## config.mk

```make
export PLATFORM = sky130hd
export DESIGN_NAME = image_scan_controller
export DESIGN_NICKNAME = d
export VERILOG_FILES = /design/src/rtl/image_scan_controller.sv
export SDC_FILE = /design/constraint.sdc
export NUM_CORES = 1
export LEC_CHECK = 0
export ABC_AREA = 1
export CAP_MARGIN = 20
export CORE_UTILIZATION = 36
export DETAILED_ROUTE_END_ITERATION = 6
export GPL_ROUTABILITY_DRIVEN = 0
export HOLD_SLACK_MARGIN = 0.06
export PLACE_DENSITY_LB_ADDON = 0.25
export SETUP_SLACK_MARGIN = 0.2
export SYNTH_ARGS = -nofsm -noshare
export SYNTH_HDL_FRONTEND = slang
export SYNTH_SLANG_ARGS = --single-unit
```

## constraint.sdc

```tcl
create_clock -name clk -period 1.95 [get_ports clk]
set_clock_uncertainty 0.2 [all_clocks]
set_input_delay 0.2925 -clock clk [delete_from_list [all_inputs] [get_ports clk]]
set_output_delay 0.2925 -clock clk [all_outputs]
set_load 0.02 [all_outputs]
```

## src/rtl/image_scan_controller.sv

```systemverilog
// Frame sequencer for the BMP threshold pipeline.
// After a start it holds vertical_Sync for a fixed delay. It then walks the
// image in even/odd pixel pairs, row by row, with a fixed blanking gap between
// rows. When the last pair is out it waits for the writer's write_done flag and
// closes the frame with a one-cycle frame_Done pulse.
//
// Handshake: a pair is valid in any cycle where horizontal_Pulse=1. stall acts
// as an inverted ready and is sampled at the rising edge. When it is high, the
// next cycle carries no pair and the current pair's indices and addresses hold.
// The pair that follows a stall is the next unissued pair, so none is skipped
// or repeated.
//
// Every output is a register. state_dbg exposes the FSM state for checkers:
// 0 idle, 1 vsync, 2 active, 3 hblank, 4 wait_done, 5 done.
module image_scan_controller #(
  parameter int IMAGE_WIDTH  = 768,
  parameter int IMAGE_HEIGHT = 512,
  parameter int START_DELAY  = 100,
  parameter int HBLANK       = 160,
  parameter int COL_W        = 9,
  parameter int ROW_W        = 9,
  parameter int ADDR_W       = 20
) (
  input  logic              clk,
  input  logic              reset,
  input  logic              start,
  input  logic              stall,
  input  logic              write_done,
  output logic              busy,
  output logic              vertical_Sync,
  output logic              horizontal_Pulse,
  output logic [ROW_W-1:0]  row_Index,
  output logic [COL_W-1:0]  col_Index,
  output logic [ADDR_W-1:0] pixel_Address_Even,
  output logic [ADDR_W-1:0] pixel_Address_Odd,
  output logic              line_End,
  output logic              frame_Done,
  output logic [2:0]        state_dbg
);

  localparam int MAX_DELAY = (START_DELAY > HBLANK) ? START_DELAY : HBLANK;
  localparam int CNT_W     = (MAX_DELAY > 1) ? $clog2(MAX_DELAY) : 1;

  localparam logic [COL_W-1:0] LAST_COL = COL_W'(IMAGE_WIDTH / 2 - 1);
  localparam logic [ROW_W-1:0] LAST_ROW = ROW_W'(IMAGE_HEIGHT - 1);
  localparam logic [CNT_W-1:0] VS_LAST  = CNT_W'(START_DELAY - 1);
  localparam logic [CNT_W-1:0] HB_LAST  = CNT_W'(HBLANK - 1);
  // A row of exactly one pair has its first pair as its last pair.
  localparam logic ONE_PAIR_ROW = (LAST_COL == '0);

  typedef enum logic [2:0] {
    S_IDLE      = 3'd0,
    S_VSYNC     = 3'd1,
    S_ACTIVE    = 3'd2,
    S_HBLANK    = 3'd3,
    S_WAIT_DONE = 3'd4,
    S_DONE      = 3'd5
  } state_t;

  state_t           state;
  logic [CNT_W-1:0] delay_cnt;

  assign state_dbg = state;

  // Frame sequencer. In ACTIVE the displayed pair has always already been
  // issued. The first pair of each row is issued on the entry edge, and later
  // pairs are issued by advancing the counters. Addresses advance by two per
  // pair, and also by two across a row wrap, which keeps memory contiguous
  // without a multiplier.
  always_ff @(posedge clk) begin
    if (reset) begin
      state              <= S_IDLE;
      delay_cnt          <= '0;
      busy               <= 1'b0;
      vertical_Sync      <= 1'b0;
      horizontal_Pulse   <= 1'b0;
      row_Index          <= '0;
      col_Index          <= '0;
      pixel_Address_Even <= '0;
      pixel_Address_Odd  <= '0;
      line_End           <= 1'b0;
      frame_Done         <= 1'b0;
    end else begin
      horizontal_Pulse <= 1'b0;
      line_End         <= 1'b0;
      frame_Done       <= 1'b0;
      case (state)
        S_IDLE: begin
          if (start) begin
            state              <= S_VSYNC;
            busy               <= 1'b1;
            vertical_Sync      <= 1'b1;
            delay_cnt          <= '0;
            row_Index          <= '0;
            col_Index          <= '0;
            pixel_Address_Even <= '0;
            pixel_Address_Odd  <= '0;
          end
        end
        S_VSYNC: begin
          if (delay_cnt == VS_LAST) begin
            state              <= S_ACTIVE;
            vertical_Sync      <= 1'b0;
            horizontal_Pulse   <= 1'b1;
            line_End           <= ONE_PAIR_ROW;
            row_Index          <= '0;
            col_Index          <= '0;
            pixel_Address_Even <= '0;
            pixel_Address_Odd  <= ADDR_W'(1);
          end else begin
            delay_cnt <= delay_cnt + CNT_W'(1);
          end
        end
        S_ACTIVE: begin
          if (col_Index == LAST_COL) begin
            delay_cnt <= '0;
            if (row_Index == LAST_ROW) begin
              state <= S_WAIT_DONE;
            end else begin
              state <= S_HBLANK;
            end
          end else if (!stall) begin
            horizontal_Pulse   <= 1'b1;
            line_End           <= ((col_Index + COL_W'(1)) == LAST_COL);
            col_Index          <= col_Index + COL_W'(1);
            pixel_Address_Even <= pixel_Address_Even + ADDR_W'(2);
            pixel_Address_Odd  <= pixel_Address_Odd + ADDR_W'(2);
          end
        end
        S_HBLANK: begin
          if (delay_cnt == HB_LAST) begin
            state              <= S_ACTIVE;
            horizontal_Pulse   <= 1'b1;
            line_End           <= ONE_PAIR_ROW;
            row_Index          <= row_Index + ROW_W'(1);
            col_Index          <= '0;
            pixel_Address_Even <= pixel_Address_Even + ADDR_W'(2);
            pixel_Address_Odd  <= pixel_Address_Odd + ADDR_W'(2);
          end else begin
            delay_cnt <= delay_cnt + CNT_W'(1);
          end
        end
        S_WAIT_DONE: begin
          if (write_done) begin
            state      <= S_DONE;
            frame_Done <= 1'b1;
          end
        end
        S_DONE: begin
          state <= S_IDLE;
          busy  <= 1'b0;
        end
        default: begin
          state <= S_IDLE;
          busy  <= 1'b0;
        end
      endcase
    end
  end

endmodule

```

Word-level counts from Yosys, hierarchy flattened
Cells that the tools add are included.
{"block": "totals", "in_bits": 5, "wordCells": 91, "output_inout_bits": 66, "register_bits": 74}
{"block": "op_classes", "reduce_logical": 13, "n_mux": 41, "add_sub_neg": 5, "bitwise_logic": 3, "n_eq_ne": 18}
{"operator": "$mux 20", "count": 9}
{"operator": "$pmux 20 s4", "count": 2}
{"operator": "$mux 9", "count": 6}
{"operator": "$add 20x2->20 const B", "count": 2}
{"operator": "$pmux 9 s4", "count": 1}
{"operator": "$mux 8", "count": 4}
{"operator": "$pmux 8 s4", "count": 1}
{"operator": "$eq 9x9->1 const B", "count": 3}
{"operator": "$pmux 9 s3", "count": 1}
{"operator": "$add 9x1->9 const B", "count": 2}
{"operator": "$mux 3", "count": 6}
{"operator": "$ne 2x2->1 const B", "count": 9}
{"operator": "$pmux 3 s5", "count": 1}
{"operator": "$reduce_and 5->1", "count": 2}
{"operator": "$add 8x1->8 const B", "count": 1}
{"operator": "$eq 8x7->1 const B", "count": 1}
{"operator": "$eq 8x8->1 const B", "count": 1}
{"operator": "$reduce_or 4->1", "count": 2}
{"operator": "$mux 1", "count": 7}
{"operator": "$eq 3x2->1 const B", "count": 2}
{"operator": "$reduce_and 6->1", "count": 1}
{"operator": "$pmux 1 s2", "count": 2}
{"operator": "$reduce_and 4->1", "count": 1}
{"operator": "$reduce_bool 4->1", "count": 1}
{"operator": "10 further kinds", "count": 12}

Depth between registers and ports, before layout
{"block": "logic_depth", "word_depth": 4, "depth_mapped": 11, "ltp_nobuf": 11}

Least setup slack after synthesis
No wires, ideal clock.
{"block": "synth_timing", "path_type": "register to register", "from": "reg col_Index[1]", "to": "reg delay_cnt[3]", "required_ns": 1.635, "setup_time_ns": 0.115, "n_path_buf": 1, "stages_incl_launch_ff": 12, "path_slack_ns": -0.106, "synth_period_minus_slack_ns": 2.056, "arrival_ns": 1.741, "path_cell_list": "dfxtp_1 -> ha_1 -> nand2_1 -> nor2_2 -> nand3_1 -> nand2_1 -> inv_1 -> nor2_1 -> buf_2 -> o21ai_0 -> nand2_1 -> nor2_1"}
{"block": "synth_between", "elab_chain_len": 3}
{"element": "from (decl)", "line": "33", "source": "output logic [COL_W-1:0] col_Index,"}
{"element": "from (signal assigned)", "line": "125", "source": "col_Index <= col_Index + COL_W'(1);"}
{"element": "$eq 9x9->1", "line": "115", "source": "if (col_Index == LAST_COL) begin"}
{"element": "$ne 2x2->1 (no line)"}
{"element": "$reduce_and 5->1 (no line)"}
{"element": "to (signal assigned)", "line": "111", "source": "delay_cnt <= delay_cnt + CNT_W'(1);"}
{"element": "to (signal assigned)", "line": "140", "source": "delay_cnt <= delay_cnt + CNT_W'(1);"}
{"element": "to (decl)", "line": "61", "source": "logic [CNT_W-1:0] delay_cnt;"}
No other way between the ends.
A chain may end at the register's enable or synchronous reset.

Final worst setup path
{"block": "layout_timing", "from": "reg delay_cnt[1]", "to": "reg pixel_Address_Odd[12]"}
{"block": "layout_between", "elab_chain_len": 3, "word_cells_on_any_way": 5, "cone_classes": "eq/ne (4); reduce/logical (1)"}
{"element": "$eq 8x8->1 or $eq 8x7->1 (tied branches)", "line": "131, 101"}
{"element": "$ne 2x2->1 (no line)"}
{"element": "$reduce_and 6->1 (no line) *"}
{"element": "to (signal assigned)", "line": "127", "source": "pixel_Address_Odd <= pixel_Address_Odd + ADDR_W'(2);"}
{"element": "to (signal assigned)", "line": "138", "source": "pixel_Address_Odd <= pixel_Address_Odd + ADDR_W'(2);"}
{"element": "to (decl)", "line": "35", "source": "output logic [ADDR_W-1:0] pixel_Address_Odd,"}
Every way passes the cells marked *; elsewhere a longest branch is shown, timed or not.

==> insert_results.sql <==
INSERT INTO impl_metrics (metric_group, metric, value, unit) VALUES
('floorplan', 'die_h', '115', 'um'),
('cells_and_area', 'num-nets-final', '927', ''),
('floorplan', 'die_area', '0.0133', 'mm^2'),
('placed_design', 'place.port_buffers', '69', ''),
('yosys', 'synth_sequential_area_ratio', '31.5', '%'),
('job', 'timing.max_cap.violations', '0', ''),
('cells_and_area', 'final_layout_size_suffix_gt1_share', '27.2', '%'),
('sta', 'final_max_slew_viol_count', '0', ''),
('worst_setup_path', 'worstPathMaxFanout', '4', ''),
('sta', 'max_freq', '501', 'MHz'),
('clock_network', 'h-tree-depth', '3', ''),
('status', 'failed_checks', 'setup timing', ''),
('sta', 'setup_viol', '12', ''),
('clock_network', 'clock_sinks', '73', ''),
('clock_network', 'tritoncts', 'built', ''),
('yosys', 'synth-edff-count', '0', ''),
('drt', 'drt.antenna.violating_nets', '0', ''),
('yosys', 'ys_warn_count', '0', ''),
('clock_network', 'clk_latency_worst_skew_pair', '0.35', 'ns'),
('drt', 'wl_per_cell', '14.6', 'um'),
('drt', 'vias', '5557', ''),
('worst_setup_path', 'timing.rr.end', 'pixel_Address_Odd[12]$_SDFFE_PP0P_', ''),
('yosys', 'most_frequently_used_flop_master_after_synthesis', 'sky130_fd_sc_hd__dfxtp_1', ''),
('grt', 'grt_pass1_wl', '24800', 'um'),
('drt', 'drt-pass1-iter-count', '5', ''),
('placed_design', 'dp_hpwl', '9080', 'um'),
('worst_setup_path', 'critPathCaptureType', 'register', ''),
('sta', 'finalHoldViolCount', '0', ''),
('worst_setup_path', 'cp.required', '1.99', 'ns'),
('floorplan', 'placement_rows', '41', ''),
('yosys', 'syn_area', '0.00464', 'mm^2'),
('sta', 'final_period_minus_worst_setup_slack', '2.00', 'ns'),
('power', 'ir_drop', '0.554', 'mV'),
('cells_and_area', 'finalCoreUtilization', '58.6', '%'),
('worst_setup_path', 'reg2reg_from', 'delay_cnt[1]$_SDFFE_PP0P_', ''),
('floorplan', 'initial_utilization', '36.9', '%'),
('drt', 'via_per_inst', '5.09', ''),
('clock_network', 'clk_root_buffer_cell', 'sky130_fd_sc_hd__clkbuf_16', ''),
('grt', 'first_global_vias', '5012', ''),
('grt', 'grt_start_max_net_pins', '26', ''),
('placed_design', 'dp_worst_setup_slack', '-0.176', 'ns'),
('worst_setup_path', 'reg2reg_setup_slack', '-0.05', 'ns'),
('cells_and_area', 'layout.cells.most_common', 'sky130_fd_sc_hd__nand2_1', ''),
('cells_and_area', 'most-common-layout-cells', 'sky130_fd_sc_hd__nand2_1, sky130_fd_sc_hd__nor2_1, sky130_fd_sc_hd__inv_1', ''),
('hold_path', 'worst_hold_path.num_cells', '2', ''),
('status', 'run_status', 'complete, but fails checks', ''),
('hold_path', 'hold_path.class', 'in -> reg', ''),
('yosys', 'synthesis.nets', '785', ''),
('yosys', 'synth_cell_type_count', '36', ''),
('floorplan', 'io-pin-count', '71', ''),
('sta', 'unrepaired_setup_endpoints_after_global_routing', 'true', ''),
('clock_network', 'cts_buffer_depth', '2', ''),
('grt', 'overall_global_routing_resource_usage', '24.0', '%'),
('power', 'power_density', '1130', 'mW/mm^2'),
('drt', 'post-route-drc-count', '0', ''),
('grt', 'grt-ovfl-total', '0', ''),
('worst_setup_path', 'setup.worst_path.start', 'delay_cnt[1]$_SDFFE_PP0P_', ''),
('yosys', 'synth-seq-cells', '73', ''),
('yosys', 'synthesis.instances', '773', ''),
('grt', 'grt_antenna_before_repair', '0', ''),
('clock_network', 'clkTransAtPathRegs', '0.06', 'ns'),
('floorplan', 'chipWidth', '115', 'um'),
('yosys', 'mean_syn_cell_area', '6.00', 'um^2'),
('worst_setup_path', 'timing.critical_path.arrival', '2.04', 'ns'),
('cells_and_area', 'insertedDiodeCount', '0', ''),
('worst_setup_path', 'critPathCapture', 'pixel_Address_Odd[12]$_SDFFE_PP0P_', ''),
('clock_network', 'hold_buffers', '0', ''),
('floorplan', 'core-area', '0.0126', 'mm^2'),
('cells_and_area', 'areaGrowthSynthToFinish', '58.9', '%'),
('power', 'total_leakage_power', '0.00334', 'uW'),
('worst_setup_path', 'critPathKind', 'reg -> reg', ''),
('sta', 'final.setup.worst_slack', '-0.0458', 'ns'),
('yosys', 'async_reset_ff_share', '0', '%'),
('clock_network', 'cts_inserted_buffers', '9', ''),
('sta', 'timing.final.crit_share', '102', '%'),
('cells_and_area', 'n_fill_cell', '1137', ''),
('drt', 'totalWireLength', '15900', 'um'),
('drt', 'drt_iter0_markers', '397', ''),
('worst_setup_path', 'ff2ff_path_depth', '13', ''),
('worst_setup_path', 'start_kind', 'register', '');
repair_timing:
item,CTS,global route
pin swaps,29,43
endpoints found under the setup margin,132,69
setup buffers,23,14
hold endpoints to repair,0,0
resized for setup,151,77
gates cloned,13,2
per-layer routing:
| layer | vias up | GRT usage (%) | share of wire [%] |
|---|---|---|---|
| met5 | - | 0 | 0 |
| met4 | 0 | 14.1 | 3.7 |
| met3 | 50 | 4.03 | 6.4 |
| met2 | 204 | 39.9 | 47 |
| met1 | 2538 | 29.4 | 42 |
| li1 | 2765 | - | - |
critical path, stage by stage, from the launching register on:
cell	delay, ns
sky130_fd_sc_hd__dfxtp_2	0.36
sky130_fd_sc_hd__ha_4	0.18
sky130_fd_sc_hd__nand2_4	0.07
sky130_fd_sc_hd__nor2_4	0.12
sky130_fd_sc_hd__nand2_4	0.08
sky130_fd_sc_hd__nand2_4	0.06
sky130_fd_sc_hd__o21ai_2	0.05
sky130_fd_sc_hd__nor2_2	0.17
sky130_fd_sc_hd__buf_6	0.17
sky130_fd_sc_hd__buf_12	0.13
sky130_fd_sc_hd__buf_16	0.11
sky130_fd_sc_hd__nand3_2	0.07
sky130_fd_sc_hd__nand2_1	0.08
sky130_fd_sc_hd__nor2_1	0.05
final cells by class:
cell class	instances	area [um^2]	share of cell area [%]
clock inverter	5	30.0	0.407
timing repair inverter	1	7.51	0.102
multi-input combinational	566	3250	44.1
tap	172	215	2.92
clock buffer	11	253	3.43
inverter	109	424	5.76
sequential	73	1510	20.4
timing repair buffer	155	1680	22.8
where the power goes:
part | internal [uW] | switching (uW)
combinational | 2350 | 2660
clock | 923 | 669
sequential | 1600 | 128
state kept, by name (all words and copies together) (netlist names), 3 cells and up:
register,flops
pixel_Address_Even,19
pixel_Address_Odd,20
row_Index,9
delay_cnt,8
col_Index,9
state_dbg,3
logic make-up after synthesis:
family / after synthesis / synth area share [%]
adders and majority gates: 7 / 1.89
xor gates and xnor gates: 14 / 2.64
other: 1 / 0.0809
buffers and inverters: 135 / 11.7
DFF: 73 / 31.5
and+or+nand+nor: 465 / 43.0
AOI/OAI and AO/OA: 78 / 9.20
Yosys cell counts (3+ instances only):
master / number / area (um^2)
sky130_fd_sc_hd__nand2_1: 198 / 743
sky130_fd_sc_hd__o21ai_0: 18 / 90.1
sky130_fd_sc_hd__dfxtp_1: 73 / 1460
sky130_fd_sc_hd__buf_4: 5 / 37.5
sky130_fd_sc_hd__nand2_2: 3 / 18.8
sky130_fd_sc_hd__a21oi_1: 46 / 230
sky130_fd_sc_hd__nor2_2: 6 / 37.5
sky130_fd_sc_hd__inv_1: 106 / 398
sky130_fd_sc_hd__buf_2: 13 / 65.1
sky130_fd_sc_hd__nand4_1: 28 / 175
sky130_fd_sc_hd__nand3_1: 93 / 465
sky130_fd_sc_hd__nor3_1: 6 / 30.0
sky130_fd_sc_hd__nor2_1: 122 / 458
sky130_fd_sc_hd__ha_1: 7 / 87.6
sky130_fd_sc_hd__inv_2: 3 / 11.3
sky130_fd_sc_hd__clkbuf_1: 6 / 22.5
sky130_fd_sc_hd__xnor2_1: 3 / 26.3
sky130_fd_sc_hd__xor2_1: 11 / 96.3
per-stage QoR:
| step | setup TNS, ns | power [uW] | std cells | hold slack (ns) | cell area (um^2) |
|---|---|---|---|---|---|
| finish | -0.219 | 8330 | 1092 | 0.155 | 7370 |
| global route | -4.25 | 8740 | 1092 | 0.174 | 7370 |
| CTS | 0 | 7740 | 1076 | 0.151 | 6960 |
| detailed placement | -1.86 | 4400 | 1024 | 0.282 | 5870 |
| global placement | -0.431 | 4390 | 1024 | 0.281 | 5870 |
| floorplan | 0 | 3590 | 773 | 0.221 | 4820 |
how the worst min path moves through the flow:
stage	startpoint	to	slack, ns
after floorplan	write_done	frame_Done$_SDFF_PP0_	0.22
after global placement	col_Index[7]$_SDFFE_PP0P_	col_Index[7]$_SDFFE_PP0P_	0.28
after detailed placement	busy$_SDFFE_PP0P_	busy$_SDFFE_PP0P_	0.28
after CTS	reset	pixel_Address_Even[13]$_SDFFE_PP0P_	0.15
after global routing	reset	pixel_Address_Even[9]$_SDFFE_PP0P_	0.17
final	reset	pixel_Address_Even[10]$_SDFFE_PP0P_	0.16
Note: power is estimated with default switching activity, not from simulation.
